## src/rtl/mips_multicycle_ctrl.sv

```systemverilog
`default_nettype none
// ============================================================================
// Module      : mips_multicycle_ctrl
// Description : Multi-cycle MIPS control FSM with memory wait-states,
//               watchdog timeout and sticky fault state.
// Revision    : 1.0 - initial release
// ============================================================================
module mips_multicycle_ctrl #(
  parameter int MEM_WAIT_EN = 1,
  parameter int TIMEOUT     = 15,
  parameter int CNT_W       = 8
) (
  input  logic       CLK,
  input  logic       RST,
  input  logic [5:0] Opcode,
  input  logic [5:0] Funct,
  input  logic       Zero,
  input  logic       MemReady,
  output logic       IorD,
  output logic       MemRead,
  output logic       MemWrite,
  output logic       IRWrite,
  output logic       RegDst,
  output logic       MemtoReg,
  output logic       RegWrite,
  output logic       ALUSrcA,
  output logic [1:0] ALUSrcB,
  output logic [2:0] ALU_Control,
  output logic [1:0] PCSrc,
  output logic       PCEn,
  output logic [3:0] State,
  output logic       Fault
);

  typedef enum logic [3:0] {
    S_FETCH  = 4'd0,
    S_DECODE = 4'd1,
    S_MEMADR = 4'd2,
    S_MEMRD  = 4'd3,
    S_MEMWB  = 4'd4,
    S_MEMWR  = 4'd5,
    S_EXEC   = 4'd6,
    S_ALUWB  = 4'd7,
    S_BEQ    = 4'd8,
    S_ADDIEX = 4'd9,
    S_ADDIWB = 4'd10,
    S_JUMP   = 4'd11,
    S_FAULT  = 4'd15
  } state_t;

  localparam logic [5:0] OP_R    = 6'b000000;
  localparam logic [5:0] OP_LW   = 6'b100011;
  localparam logic [5:0] OP_SW   = 6'b101011;
  localparam logic [5:0] OP_BEQ  = 6'b000100;
  localparam logic [5:0] OP_ADDI = 6'b001000;
  localparam logic [5:0] OP_J    = 6'b000010;

  localparam logic [2:0] ALU_ADD = 3'b010;
  localparam logic [2:0] ALU_SUB = 3'b110;
  localparam logic [2:0] ALU_AND = 3'b000;
  localparam logic [2:0] ALU_OR  = 3'b001;
  localparam logic [2:0] ALU_SLT = 3'b111;

  localparam logic             WAIT_EN   = (MEM_WAIT_EN != 0);
  localparam logic [CNT_W-1:0] LAST_WAIT = CNT_W'(TIMEOUT - 1);

  state_t           state;
  state_t           state_next;
  logic [CNT_W-1:0] cnt;
  logic [CNT_W-1:0] cnt_next;
  logic             mem_ok;
  logic             mem_state;
  logic             timeout_hit;
  logic             funct_ok;
  logic [2:0]       funct_alu;
  logic             pc_write;
  logic             branch;

  always_comb begin
    funct_ok  = 1'b1;
    funct_alu = ALU_ADD;
    case (Funct)
      6'b100000: funct_alu = ALU_ADD;
      6'b100010: funct_alu = ALU_SUB;
      6'b100100: funct_alu = ALU_AND;
      6'b100101: funct_alu = ALU_OR;
      6'b101010: funct_alu = ALU_SLT;
      default:   funct_ok  = 1'b0;
    endcase
  end

  assign mem_ok      = !WAIT_EN || MemReady;
  assign mem_state   = (state == S_FETCH) || (state == S_MEMRD) || (state == S_MEMWR);
  // A ready in the final allowed wait cycle takes precedence over the timeout.
  assign timeout_hit = !mem_ok && (cnt == LAST_WAIT);

  always_ff @(posedge CLK or negedge RST) begin
    if (!RST) begin
      state <= S_FETCH;
      cnt   <= '0;
    end else begin
      state <= state_next;
      cnt   <= cnt_next;
    end
  end

  always_comb begin
    state_next = state;
    if (!WAIT_EN || !mem_state || mem_ok || timeout_hit) begin
      cnt_next = '0;
    end else begin
      cnt_next = cnt + 1'b1;
    end

    case (state)
      S_FETCH:  state_next = mem_ok ? S_DECODE : (timeout_hit ? S_FAULT : S_FETCH);
      S_DECODE: begin
        case (Opcode)
          OP_LW, OP_SW: state_next = S_MEMADR;
          OP_R:         state_next = funct_ok ? S_EXEC : S_FAULT;
          OP_BEQ:       state_next = S_BEQ;
          OP_ADDI:      state_next = S_ADDIEX;
          OP_J:         state_next = S_JUMP;
          default:      state_next = S_FAULT;
        endcase
      end
      S_MEMADR: state_next = (Opcode == OP_SW) ? S_MEMWR : S_MEMRD;
      S_MEMRD:  state_next = mem_ok ? S_MEMWB : (timeout_hit ? S_FAULT : S_MEMRD);
      S_MEMWR:  state_next = mem_ok ? S_FETCH : (timeout_hit ? S_FAULT : S_MEMWR);
      S_MEMWB, S_ALUWB, S_ADDIWB, S_BEQ, S_JUMP: state_next = S_FETCH;
      S_EXEC:   state_next = S_ALUWB;
      S_ADDIEX: state_next = S_ADDIWB;
      S_FAULT:  state_next = S_FAULT;
      default:  state_next = S_FAULT;
    endcase
  end

  always_comb begin
    IorD        = 1'b0;
    MemRead     = 1'b0;
    MemWrite    = 1'b0;
    IRWrite     = 1'b0;
    RegDst      = 1'b0;
    MemtoReg    = 1'b0;
    RegWrite    = 1'b0;
    ALUSrcA     = 1'b0;
    ALUSrcB     = 2'b00;
    ALU_Control = ALU_ADD;
    PCSrc       = 2'b00;
    pc_write    = 1'b0;
    branch      = 1'b0;
    // Gating on RST keeps the reset state (FETCH) from issuing a memory read.
    if (RST) begin
      case (state)
        S_FETCH: begin
          MemRead  = 1'b1;
          ALUSrcB  = 2'b01;
          IRWrite  = mem_ok;
          pc_write = mem_ok;
        end
        S_DECODE: ALUSrcB = 2'b11;
        S_MEMADR: begin
          ALUSrcA = 1'b1;
          ALUSrcB = 2'b10;
        end
        S_MEMRD: begin
          IorD    = 1'b1;
          MemRead = 1'b1;
        end
        S_MEMWR: begin
          IorD     = 1'b1;
          MemWrite = 1'b1;
        end
        S_MEMWB: begin
          MemtoReg = 1'b1;
          RegWrite = 1'b1;
        end
        S_EXEC: begin
          ALUSrcA     = 1'b1;
          ALU_Control = funct_alu;
        end
        S_ALUWB: begin
          RegDst   = 1'b1;
          RegWrite = 1'b1;
        end
        S_BEQ: begin
          ALUSrcA     = 1'b1;
          ALU_Control = ALU_SUB;
          PCSrc       = 2'b01;
          branch      = 1'b1;
        end
        S_ADDIEX: begin
          ALUSrcA = 1'b1;
          ALUSrcB = 2'b10;
        end
        S_ADDIWB: RegWrite = 1'b1;
        S_JUMP: begin
          PCSrc    = 2'b10;
          pc_write = 1'b1;
        end
        default: ;
      endcase
    end
    PCEn = pc_write | (branch & Zero);
  end

  assign State = state;
  assign Fault = (state == S_FAULT);

endmodule
`default_nettype wire

```

## config.mk

```make
export PLATFORM = sky130hd
export DESIGN_NAME = mips_multicycle_ctrl
export DESIGN_NICKNAME = d
export VERILOG_FILES = /design/src/rtl/mips_multicycle_ctrl.sv
export SDC_FILE = /design/constraint.sdc
export NUM_CORES = 1
export LEC_CHECK = 0
export ABC_AREA = 1
export BUFFER_PORTS_ARGS = -buffer_cell sky130_fd_sc_hd__buf_2
export CAP_MARGIN = 30
export CORE_UTILIZATION = 53
export CTS_CLUSTER_SIZE = 30
export DETAILED_ROUTE_END_ITERATION = 10
export PLACE_DENSITY = 0.84
export SYNTH_ARGS = -nofsm -noshare
export SYNTH_HDL_FRONTEND = slang
export SYNTH_SLANG_ARGS = --single-unit
```

## constraint.sdc

```tcl
create_clock -name CLK -period 2.4 [get_ports CLK]
set_clock_uncertainty 0.15 [all_clocks]
set_input_delay 0.24 -clock CLK [delete_from_list [all_inputs] [get_ports CLK]]
set_output_delay 0.24 -clock CLK [all_outputs]
set_load 0.05 [all_outputs]
```

==> results.py <==
metrics = {
    "timing": {
        "grt_setup_unrepaired": "no",
        "slew_violations": 0,
        "maxSlewHeadroom_pct": 79.1,
        "fin_crit_ps": 2250,
        "worst_slew_pin_slew_ps": 312,
        "clock.fmax_mhz": 445,
        "setup_ws_ps": 152,
        "fin_crit_sh_pct": 93.7,
        "hold_viol_final": 0,
        "setup-violations-final": 0,
        "setup_tns_ps": 0,
    },
    "setup_path": {
        "start_kind": "input port",
        "cp_slowest_cell": "dlygate4sd3_1",
        "crit_arrival_ps": 1860,
        "r2r_start": "cnt[0]",
        "cp.required_ps": 2010,
        "r2r-end": "State[1]",
        "critPathTopFamily": "buffers and inverters",
        "crit_type": "in2out",
        "r2r_cells": 8,
        "end_kind": "output port",
        "critical_path_depth": 7,
        "cp_cell_sequence": "dlygate4sd3_1 > clkbuf_4 > nand2_1 > nor2_1 > inv_1 > o21ai_2 > buf_2",
        "cp_max_fo": 17,
        "crit_path_max_incr_delay_ps": 520,
        "critPathLaunch": "RST",
        "r2r_setup_slack_ps": 790,
        "path_buf_inv": 4,
    },
    "synth": {
        "yosysSeqAreaShare_pct": 27.5,
        "synthDistinctLibCells": 24,
        "synth_area_per_cell_um2": 6.16,
        "syn_nets": 195,
        "synthCells": 177,
        "ys_ff_latch": 12,
        "yosysWarnings": 0,
        "netlist_area_mm2": 0.00109,
    },
    "global_route": {
        "grt_use_total_pct": 26.8,
        "grt_first_pass_wirelength_mm": 4.24,
        "grt_pass1_vias": 1050,
        "antenna_found_initial": 0,
        "grt_max_degree": 18,
        "globalRouteOverflowTotal": 0,
    },
    "power": {
        "switching_share_pct": 61.2,
        "seqPwrFrac_pct": 22.9,
        "switching_power_mw": 0.813,
        "pwr-share-clk_pct": 9.6,
        "leakagePower_nw": 0.762,
        "vdd_drop_max_v": 0.000654,
        "internal_power_mw": 0.516,
        "p_comb_share_pct": 67.5,
        "p_total_mw": 1.33,
        "power.density_mw_per_mm2": 980,
    },
    "placed_design": {
        "dpl.cell_count": 240,
        "hpwl_mm": 2.22,
        "gp_congestion": 0.958,
        "dpl_cell_area_mm2": 0.00132,
        "portBuffers": 36,
        "post-place-ws_ps": 586,
    },
    "final_layout": {
        "mostFrequentLayoutCells": "nor2_1, nand2_1, buf_2, inv_1, nand3_1",
        "multiInputGateArea_um2": 702,
        "final_common_cell": "nor2_1",
        "nets": 237,
        "n_antenna_cell": 0,
        "fin_cells": 244,
        "areaGrowthSynthToFinish_pct": 24.3,
        "regArea_um2": 300,
        "design_area_mm2": 0.00136,
        "n_fill_cell": 184,
        "drive_gt1_share_pct": 30.4,
    },
    "floorplanning": {
        "rows": 16,
        "die_h_um": 47.4,
        "core_region_area_mm2": 0.00194,
        "die_area_mm2": 0.00224,
        "initial_core_util_pct": 56.2,
        "die_w_um": 47.4,
        "ios": 37,
    },
    "cts": {
        "cts_buffers": 3,
        "cts.sinks": 12,
        "cts_tree": "yes",
        "clock_latency_ps": 280,
        "htreeDepth": 1,
        "cts.path.max_buffers": 2,
        "clk_pin_slew_worst_paths_ps": 70,
        "post_cts_buffers": 0,
        "root_buffer": "clkbuf_4",
    },
    "route": {
        "drt_first_iter_violations": 51,
        "via_count": 1263,
        "routed_wl_mm": 2.76,
        "postRouteAntennaNets": 0,
        "wl_per_cell_um": 11.3,
        "avgViaCountPerCell": 5.18,
        "drc_errors": 0,
        "first_pass_iters": 4,
    },
    "worst_hold_path": {
        "hold_path_class": "in2async",
    },
    "flow_run": {
        "drv_cap": 0,
    },
    "run_status": {
        "status": "finished clean",
    },
}
[sequential cells by signal (all words and copies together) (netlist names)]
| register | count |
|---|---|
| State | 4 |
| cnt | 8 |
[Yosys cell counts (all sizes together)]
cell type / count / area share [%]
nor2: 49 / 18
nand2: 43 / 17
inv: 28 / 9.6
nand3: 14 / 6.4
dfrtp: 12 / 28
o21ai: 7 / 3.9
a21oi: 5 / 2.6
nor3b: 4 / 4.6
nand4: 3 / 1.7
nor3: 3 / 1.8
ha: 2 / 2.3
nand3b: 2 / 1.4
a211o: 1 / 0.80
o211ai: 1 / 0.69
or2: 1 / 0.57
or3: 1 / 0.57
xor2: 1 / 0.80
[routing by layer]
metal  vias to the layer above  part of all wire (%)  global-route usage (%)
met3                         6                   4.9                    3.46
li1                        634                     -                       -
met1                       570                    44                    35.0
met5                         -                     0                       0
met4                         0                   1.8                    10.9
met2                        53                    49                    44.4
[worst max-delay path by stage]
stage | to | slack (ps)
finish | ALU_Control[2] | 150
global route | ALU_Control[2] | 50
CTS | ALU_Control[2] | 50
detailed placement | ALU_Control[2] | 590
global placement | ALU_Control[2] | 640
floorplan | PCEn | -120
[cells by family after synthesis]
kind of cell / count (synthesis) / share of synthesized area [%]
compound gates: 14 / 8.03
xor+xnor: 1 / 0.803
fa+ha+maj: 2 / 2.29
buf+inv: 28 / 9.63
flops: 12 / 27.5
simple gates: 120 / 51.7
[stage by stage]
stage,utilization [%],hold slack [ps]
floorplan,-,-206
global placement,68.0,5.05
detailed placement,68.0,16.4
CTS,69.7,238
global route,69.8,250
finish,69.8,226
[power groups by stage]
stage	clock network, mW	registers, mW	logic [mW]
5_1_grt	0.137	0.311	0.972
4_1_cts	0.126	0.304	0.893
6_report	0.127	0.305	0.897
3_3_place_gp	0	0.305	0.865
3_5_place_dp	0	0.308	0.886
2_1_floorplan	0	0.407	0.586
[repair_timing]
action,4_1_cts,5_1_grt
hold buffers,1,0
setup endpoints to repair,0,3
resized for setup,0,1
endpoints found under the hold margin,12,0
[cell type report]
cell class | count | share of cell area [%]
Sequential cell | 12 | 22.1
Clock buffer | 3 | 1.66
Timing Repair Buffer | 37 | 14.2
Multi-Input combinational cell | 137 | 51.8
Tap cell | 27 | 2.49
Inverter | 28 | 7.75
(Power assumes the default switching activity.)
